`src/rtl/fft_pkg.sv`:
```
// Shared FFT helpers: default widths, output saturation and twiddle ROM generation.
package fft_pkg;

    localparam int unsigned DATA_W_DEF = 16;
    localparam int unsigned TW_W_DEF   = 16;

    // Fixed-point fraction bits used while evaluating sin/cos at elaboration.
    localparam int unsigned ROM_FRAC = 28;
    // pi in Q(ROM_FRAC).
    localparam longint      PI_Q     = 64'sd843314857;

    // Clamp x to the signed range of a w-bit word.
    function automatic longint sat_fn(input longint x, input int unsigned w);
        longint hi;
        longint lo;
        hi = (longint'(1) <<< (w - 1)) - 1;
        lo = -(longint'(1) <<< (w - 1));
        if (x > hi) begin
            return hi;
        end
        if (x < lo) begin
            return lo;
        end
        return x;
    endfunction

    // Twiddle coefficient for index k of an N=2^log2n FFT, Q1.(tw_w-2),
    // re = round(cos(2*pi*k/N)), im = round(-sin(2*pi*k/N)), ties away from zero.
    // Angles above pi/2 fold back into the first quadrant so the Taylor series
    // converges quickly and the fixed-point products stay inside 64 bits.
    function automatic longint tw_coef(input int unsigned k, input int unsigned log2n,
                                       input int unsigned tw_w, input bit is_im);
        int unsigned quarter;
        int unsigned kk;
        bit          neg_cos;
        longint      x;
        longint      x2;
        longint      t;
        longint      s;
        longint      c;
        longint      v;
        longint      r;
        quarter = 32'd1 << (log2n - 2);
        neg_cos = (k > quarter);
        kk      = neg_cos ? ((32'd1 << (log2n - 1)) - k) : k;
        x       = (PI_Q * longint'(kk)) >>> (log2n - 1);
        x2      = (x * x) >>> ROM_FRAC;
        t = x;
        s = x;
        for (int n = 1; n <= 12; n++) begin
            t = -((t * x2) >>> ROM_FRAC) / longint'((2 * n) * (2 * n + 1));
            s = s + t;
        end
        t = longint'(1) <<< ROM_FRAC;
        c = t;
        for (int n = 1; n <= 12; n++) begin
            t = -((t * x2) >>> ROM_FRAC) / longint'((2 * n - 1) * (2 * n));
            c = c + t;
        end
        v = is_im ? -s : (neg_cos ? -c : c);
        if (v >= 0) begin
            r = ((v <<< (tw_w - 2)) + (longint'(1) <<< (ROM_FRAC - 1))) >>> ROM_FRAC;
        end else begin
            r = -((((-v) <<< (tw_w - 2)) + (longint'(1) <<< (ROM_FRAC - 1))) >>> ROM_FRAC);
        end
        return r;
    endfunction

endpackage

```
`src/rtl/twiddle_rom.sv`:
```
// Twiddle factor ROM: contents fixed at elaboration, registered read with enable.
module twiddle_rom import fft_pkg::*; #(
    parameter int unsigned LOG2N = 3,
    parameter int unsigned TW_W  = TW_W_DEF
) (
    input  logic                   clk,
    input  logic                   rst,
    input  logic                   en,
    input  logic [LOG2N-2:0]       k,
    output logic signed [TW_W-1:0] w_re,
    output logic signed [TW_W-1:0] w_im
);

    localparam int unsigned DEPTH = 1 << (LOG2N - 1);

    logic signed [TW_W-1:0] rom_re [DEPTH];
    logic signed [TW_W-1:0] rom_im [DEPTH];
    logic signed [TW_W-1:0] w_re_q, w_re_d;
    logic signed [TW_W-1:0] w_im_q, w_im_d;

    for (genvar i = 0; i < DEPTH; i++) begin : g_rom
        localparam logic signed [TW_W-1:0] RE = TW_W'(tw_coef(i, LOG2N, TW_W, 1'b0));
        localparam logic signed [TW_W-1:0] IM = TW_W'(tw_coef(i, LOG2N, TW_W, 1'b1));
        assign rom_re[i] = RE;
        assign rom_im[i] = IM;
    end

    // Read port: load a new coefficient only when the pipeline advances.
    always_comb begin
        w_re_d = w_re_q;
        w_im_d = w_im_q;
        if (en) begin
            w_re_d = rom_re[k];
            w_im_d = rom_im[k];
        end
    end

    // Read register.
    always_ff @(posedge clk) begin
        if (rst) begin
            w_re_q <= '0;
            w_im_q <= '0;
        end else begin
            w_re_q <= w_re_d;
            w_im_q <= w_im_d;
        end
    end

    assign w_re = w_re_q;
    assign w_im = w_im_q;

endmodule

```
`src/rtl/radix2_bfly_pipe.sv`:
```
// Three-stage radix-2 DIT butterfly: out_a = A + W*B, out_b = A - W*B.
module radix2_bfly_pipe import fft_pkg::*; #(
    parameter int unsigned DATA_W = DATA_W_DEF,
    parameter int unsigned LOG2N  = 3,
    parameter int unsigned TW_W   = TW_W_DEF,
    parameter int unsigned SCALE  = 0
) (
    input  logic                     clk,
    input  logic                     rst,
    input  logic                     in_valid,
    output logic                     in_ready,
    input  logic [LOG2N-2:0]         in_k,
    input  logic signed [DATA_W-1:0] in_a_re,
    input  logic signed [DATA_W-1:0] in_a_im,
    input  logic signed [DATA_W-1:0] in_b_re,
    input  logic signed [DATA_W-1:0] in_b_im,
    output logic                     out_valid,
    input  logic                     out_ready,
    output logic signed [DATA_W-1:0] out_a_re,
    output logic signed [DATA_W-1:0] out_a_im,
    output logic signed [DATA_W-1:0] out_b_re,
    output logic signed [DATA_W-1:0] out_b_im,
    output logic                     out_ovf,
    input  logic                     ovf_clr,
    output logic                     ovf_sticky
);

    localparam int unsigned PW  = DATA_W + TW_W + 1;
    localparam int unsigned WBW = DATA_W + 2;
    localparam int unsigned SW  = DATA_W + 3;
    localparam int unsigned SH  = TW_W - 2;
    localparam logic signed [PW-1:0] RND = PW'(1) <<< (SH - 1);

    logic                     v1_q, v1_d, v2_q, v2_d, out_valid_q, out_valid_d;
    logic signed [DATA_W-1:0] a1_re_q, a1_re_d, a1_im_q, a1_im_d;
    logic signed [DATA_W-1:0] b1_re_q, b1_re_d, b1_im_q, b1_im_d;
    logic signed [DATA_W-1:0] a2_re_q, a2_re_d, a2_im_q, a2_im_d;
    logic signed [WBW-1:0]    wb_re_q, wb_re_d, wb_im_q, wb_im_d;
    logic signed [DATA_W-1:0] res_q [4];
    logic signed [DATA_W-1:0] res_d [4];
    logic                     out_ovf_q, out_ovf_d, ovf_sticky_q, ovf_sticky_d;
    logic signed [TW_W-1:0]   w_re, w_im;
    logic                     adv_c;
    logic signed [PW-1:0]     prod_re_c, prod_im_c;
    logic signed [SW-1:0]     lane_c [4];
    logic signed [DATA_W-1:0] sat_c [4];
    logic                     ovf_c;

    // The whole pipeline moves together; it freezes only when a result is held.
    assign adv_c    = out_ready | ~out_valid_q;
    assign in_ready = adv_c;

    twiddle_rom #(
        .LOG2N (LOG2N),
        .TW_W  (TW_W)
    ) u_twiddle_rom (
        .clk  (clk),
        .rst  (rst),
        .en   (adv_c),
        .k    (in_k),
        .w_re (w_re),
        .w_im (w_im)
    );

    // Datapath: full-precision complex multiply (S2) and add/sub, scale, saturate (S3).
    always_comb begin
        logic signed [SW-1:0] scaled;
        longint               sat_l;
        prod_re_c = PW'(b1_re_q) * PW'(w_re) - PW'(b1_im_q) * PW'(w_im);
        prod_im_c = PW'(b1_re_q) * PW'(w_im) + PW'(b1_im_q) * PW'(w_re);
        lane_c[0] = SW'(a2_re_q) + SW'(wb_re_q);
        lane_c[1] = SW'(a2_im_q) + SW'(wb_im_q);
        lane_c[2] = SW'(a2_re_q) - SW'(wb_re_q);
        lane_c[3] = SW'(a2_im_q) - SW'(wb_im_q);
        ovf_c     = 1'b0;
        for (int i = 0; i < 4; i++) begin
            scaled = lane_c[i];
            if (SCALE != 0) begin
                scaled = (lane_c[i] + SW'(1)) >>> 1;
            end
            sat_l    = sat_fn(longint'(scaled), DATA_W);
            sat_c[i] = DATA_W'(sat_l);
            if (sat_l != longint'(scaled)) begin
                ovf_c = 1'b1;
            end
        end
    end

    // Next-state: every stage holds unless the pipeline advances; bubbles leave outputs alone.
    always_comb begin
        v1_d         = v1_q;
        a1_re_d      = a1_re_q;
        a1_im_d      = a1_im_q;
        b1_re_d      = b1_re_q;
        b1_im_d      = b1_im_q;
        v2_d         = v2_q;
        a2_re_d      = a2_re_q;
        a2_im_d      = a2_im_q;
        wb_re_d      = wb_re_q;
        wb_im_d      = wb_im_q;
        out_valid_d  = out_valid_q;
        out_ovf_d    = out_ovf_q;
        res_d        = res_q;
        ovf_sticky_d = ovf_sticky_q | (out_valid_q & out_ready & out_ovf_q);
        if (ovf_clr) begin
            ovf_sticky_d = 1'b0;
        end
        if (adv_c) begin
            v1_d        = in_valid;
            a1_re_d     = in_a_re;
            a1_im_d     = in_a_im;
            b1_re_d     = in_b_re;
            b1_im_d     = in_b_im;
            v2_d        = v1_q;
            a2_re_d     = a1_re_q;
            a2_im_d     = a1_im_q;
            wb_re_d     = WBW'((prod_re_c + RND) >>> SH);
            wb_im_d     = WBW'((prod_im_c + RND) >>> SH);
            out_valid_d = v2_q;
            if (v2_q) begin
                res_d     = sat_c;
                out_ovf_d = ovf_c;
            end
        end
    end

    // Pipeline registers.
    always_ff @(posedge clk) begin
        if (rst) begin
            v1_q         <= 1'b0;
            a1_re_q      <= '0;
            a1_im_q      <= '0;
            b1_re_q      <= '0;
            b1_im_q      <= '0;
            v2_q         <= 1'b0;
            a2_re_q      <= '0;
            a2_im_q      <= '0;
            wb_re_q      <= '0;
            wb_im_q      <= '0;
            out_valid_q  <= 1'b0;
            out_ovf_q    <= 1'b0;
            ovf_sticky_q <= 1'b0;
            for (int i = 0; i < 4; i++) begin
                res_q[i] <= '0;
            end
        end else begin
            v1_q         <= v1_d;
            a1_re_q      <= a1_re_d;
            a1_im_q      <= a1_im_d;
            b1_re_q      <= b1_re_d;
            b1_im_q      <= b1_im_d;
            v2_q         <= v2_d;
            a2_re_q      <= a2_re_d;
            a2_im_q      <= a2_im_d;
            wb_re_q      <= wb_re_d;
            wb_im_q      <= wb_im_d;
            out_valid_q  <= out_valid_d;
            out_ovf_q    <= out_ovf_d;
            ovf_sticky_q <= ovf_sticky_d;
            res_q        <= res_d;
        end
    end

    assign out_valid  = out_valid_q;
    assign out_a_re   = res_q[0];
    assign out_a_im   = res_q[1];
    assign out_b_re   = res_q[2];
    assign out_b_im   = res_q[3];
    assign out_ovf    = out_ovf_q;
    assign ovf_sticky = ovf_sticky_q;

endmodule

```
`config.mk`:
```
export PLATFORM = sky130hd
export DESIGN_NAME = radix2_bfly_pipe
export DESIGN_NICKNAME = d
export VERILOG_FILES = /design/src/rtl/fft_pkg.sv /design/src/rtl/twiddle_rom.sv /design/src/rtl/radix2_bfly_pipe.sv
export SDC_FILE = /design/constraint.sdc
export NUM_CORES = 2
export LEC_CHECK = 0
export CELL_PAD_IN_SITES_DETAIL_PLACEMENT = 1
export CELL_PAD_IN_SITES_GLOBAL_PLACEMENT = 1
export CORE_MARGIN = 8
export CORE_UTILIZATION = 54
export DETAILED_ROUTE_END_ITERATION = 10
export PLACE_DENSITY_LB_ADDON = 0.1
export SYNTH_ARGS = -nofsm -noshare
export SYNTH_HDL_FRONTEND = slang
export SYNTH_SLANG_ARGS = --single-unit
```
`constraint.sdc`:
```
create_clock -name clk -period 23.6 [get_ports clk]
set_clock_uncertainty 0.2 [all_clocks]
set_input_delay 7.08 -clock clk [delete_from_list [all_inputs] [get_ports clk]]
set_output_delay 7.08 -clock clk [all_outputs]
set_load 0.02 [all_outputs]
```
==> metrics.txt <==
outcome complete, no violations; Post-synth EDFFs 0; syn nets 5867; Port Buf Inserts ~140; antenna violations before repair 8; final net count 5930; async set-reset flop share out of synthesis 0%; RSZ-0062 raised after global routing false; CP required 16320 ps; drt pass-1 iters 5; Top Registers wb_im_q x18, wb_re_q x18; Die W 293 µm; Commonest cells post-synth inv_1 (1221), fa_1 (857), ha_1 (467); grt ovf 0; minimum clock period after layout 16800 ps; GRT Util Overall 28.7%; htree depth 1; vias in the first global route 35294; final setup vio count 0; ratio of cells with drive above 1 in the final layout approximately 3.2%; 1st-iter DRT viols 1326; largest area contributor in the netlist fa_1; register area share after synthesis 9.96%; Core Box Area 0.0759 mm²; drt total wl 122000 µm; clock latency on the worst-skew pair 600 ps; highest routed layer met5; post-CTS resize count 0; via/cell ratio 5.44; Worst Tran Pin Value 908 ps; Setup crit end kind output port; die height a little under 300 µm; Placer Congestion approximately 0.92; startpoint types primary input; PwrDens 102 mW/mm²; Syn Area/Cell between 9 and 10 µm²; final slew viol count 0; yosys warns 0; TritonCTS clock tree yes; CTS root buffer clkbuf_16; row cnt just over 100; Post-DP HPWL 103000 µm; first-pass GRT wire length just under 200000 µm; post-synthesis cell type count 96; vias 30376; min-delay worst type flip-flop to flip-flop; antenna-violating nets left 0; number of setup buffers added after CTS 0; FF+latch count, synth a little over 200; P&R area growth vs syn 8.02%; Gate Count Post-Synth roughly 4500; largest net degree at the start of global routing 86; overall die area 0.0858 mm²; Initial Util 54.5%; routed wl met3 5350 µm; Worst VDD drop 0.000104 V; CTS clk-pin slew, worst paths ~60 ps; Peak Freq 59.5 MHz; leak pwr 0.0230 µW; setup TNS 0 ps; Hold Fails Final Rpt 0; DRC errors left 0; area of the mapped netlist 0.0414 mm²; final critical-path share of the clock period between 70 and 80%; relative slew slack just under 40%; num ports about 140; top cells by area in the synthesized netlist fa_1 (41%), ha_1 (14%), inv_1 (11%), dfxtp_1 (10%), nand2_1 (3.7%); top-count cell post-synth inv_1; MaxCap Viol Count 0; CTS Buf Count 27; clk sinks between 200 and 250; crit path DAT 9520 ps; worst-path fanout max 73; kind of critical path primary input to output port; hold-fix buffer count after cts 0; top-area cell type share of the netlist area 41.4%; Max Root-Sink Buffers 3; average wire per standard cell 21.8 µm; Metal-1 WL approximately 50000 µm; total power 4580 µW; met2 wire length 60900 µm; ys flop type dfxtp_1
## routing by layer
| layer | up-vias | global-route usage, % |
|---|---|---|
| li1 | 13692 | - |
| met1 | 15702 | 35.1 |
| met2 | 684 | 51.4 |
| met3 | 294 | 3.64 |
| met4 | 4 | 11.1 |
| met5 | - | 0 |
## critical path: stages
cell,delay [ps]
clkdlybuf4s50_1,460
nor2b_4,120
buf_4,580
inv_4,480
clkdlybuf4s50_1,690
## final cells by class
class	instances	area [µm²]
antenna	2	5.00
clock inverter	12	190
timing repair buffer	169	1620
sequential	206	4130
clock buffer	36	759
tap	1030	1290
multi-input combinational	2904	32100
inverter	1227	4610
fill	8698	31200
## per-stage QoR
stage / setup WS, ps / util, % / instance area (µm²) / hold WS, ps / instances
finish: 6800 / 58.9 / 44700 / 252 / 5586
CTS: 6780 / 58.9 / 44700 / 254 / 5584
global placement: 6780 / 57.6 / 43800 / 240 / 5536
global route: 6660 / 58.9 / 44700 / 281 / 5584
floorplan: 8230 / - / 41400 / 232 / 4472
detailed placement: 6750 / 57.6 / 43800 / 245 / 5536
## cells by family (layout without fill, tap and decap cells)
family          after synthesis  after routing  synth area share, %
buf+inv                    1362           1444                 12.5
simple gates                894            894                 10.1
mux                          17             17                0.420
xor+xnor                    136            136                 2.88
flops                       206            206                 9.96
other cells                   0              2                    0
fa+ha+maj                  1324           1324                 55.6
compound gates              533            533                 8.58
## layout by cell type, fill, tap and decap left out, drive strengths merged, types with 16 or more instances in the layout
cell,count
a31oi,16
buf,32
clkdlybuf4s50,137
or3,19
nand2,411
nand3,27
xnor2,109
a21oi,218
fa,857
a211oi,28
nor2,177
dfxtp,206
o22ai,16
nor2b,34
and2,50
clkbuf,36
o21ai,78
a21o,27
nand2b,42
nor3,64
inv,1228
xor2,27
ha,467
## path summary, 6_finish.rpt
path / startpoint / endpoint / slack [ps] / cells past startpoint
max: out_ready / in_ready / 6800 / 5
min: a1_re_q[0] / a1_re_q[0] / 250 / 2
max reg2reg: u_twiddle_rom.w_re[0] / wb_im_q[16] / 13970 / 26
min reg2reg: a1_re_q[0] / a1_re_q[0] / 250 / 2
## power breakdown
group	internal [µW]	switching [µW]
clock	270	175
combinational	1390	2290
sequential	409	49.4
No activity file was read; power rests on OpenSTA's default activity.
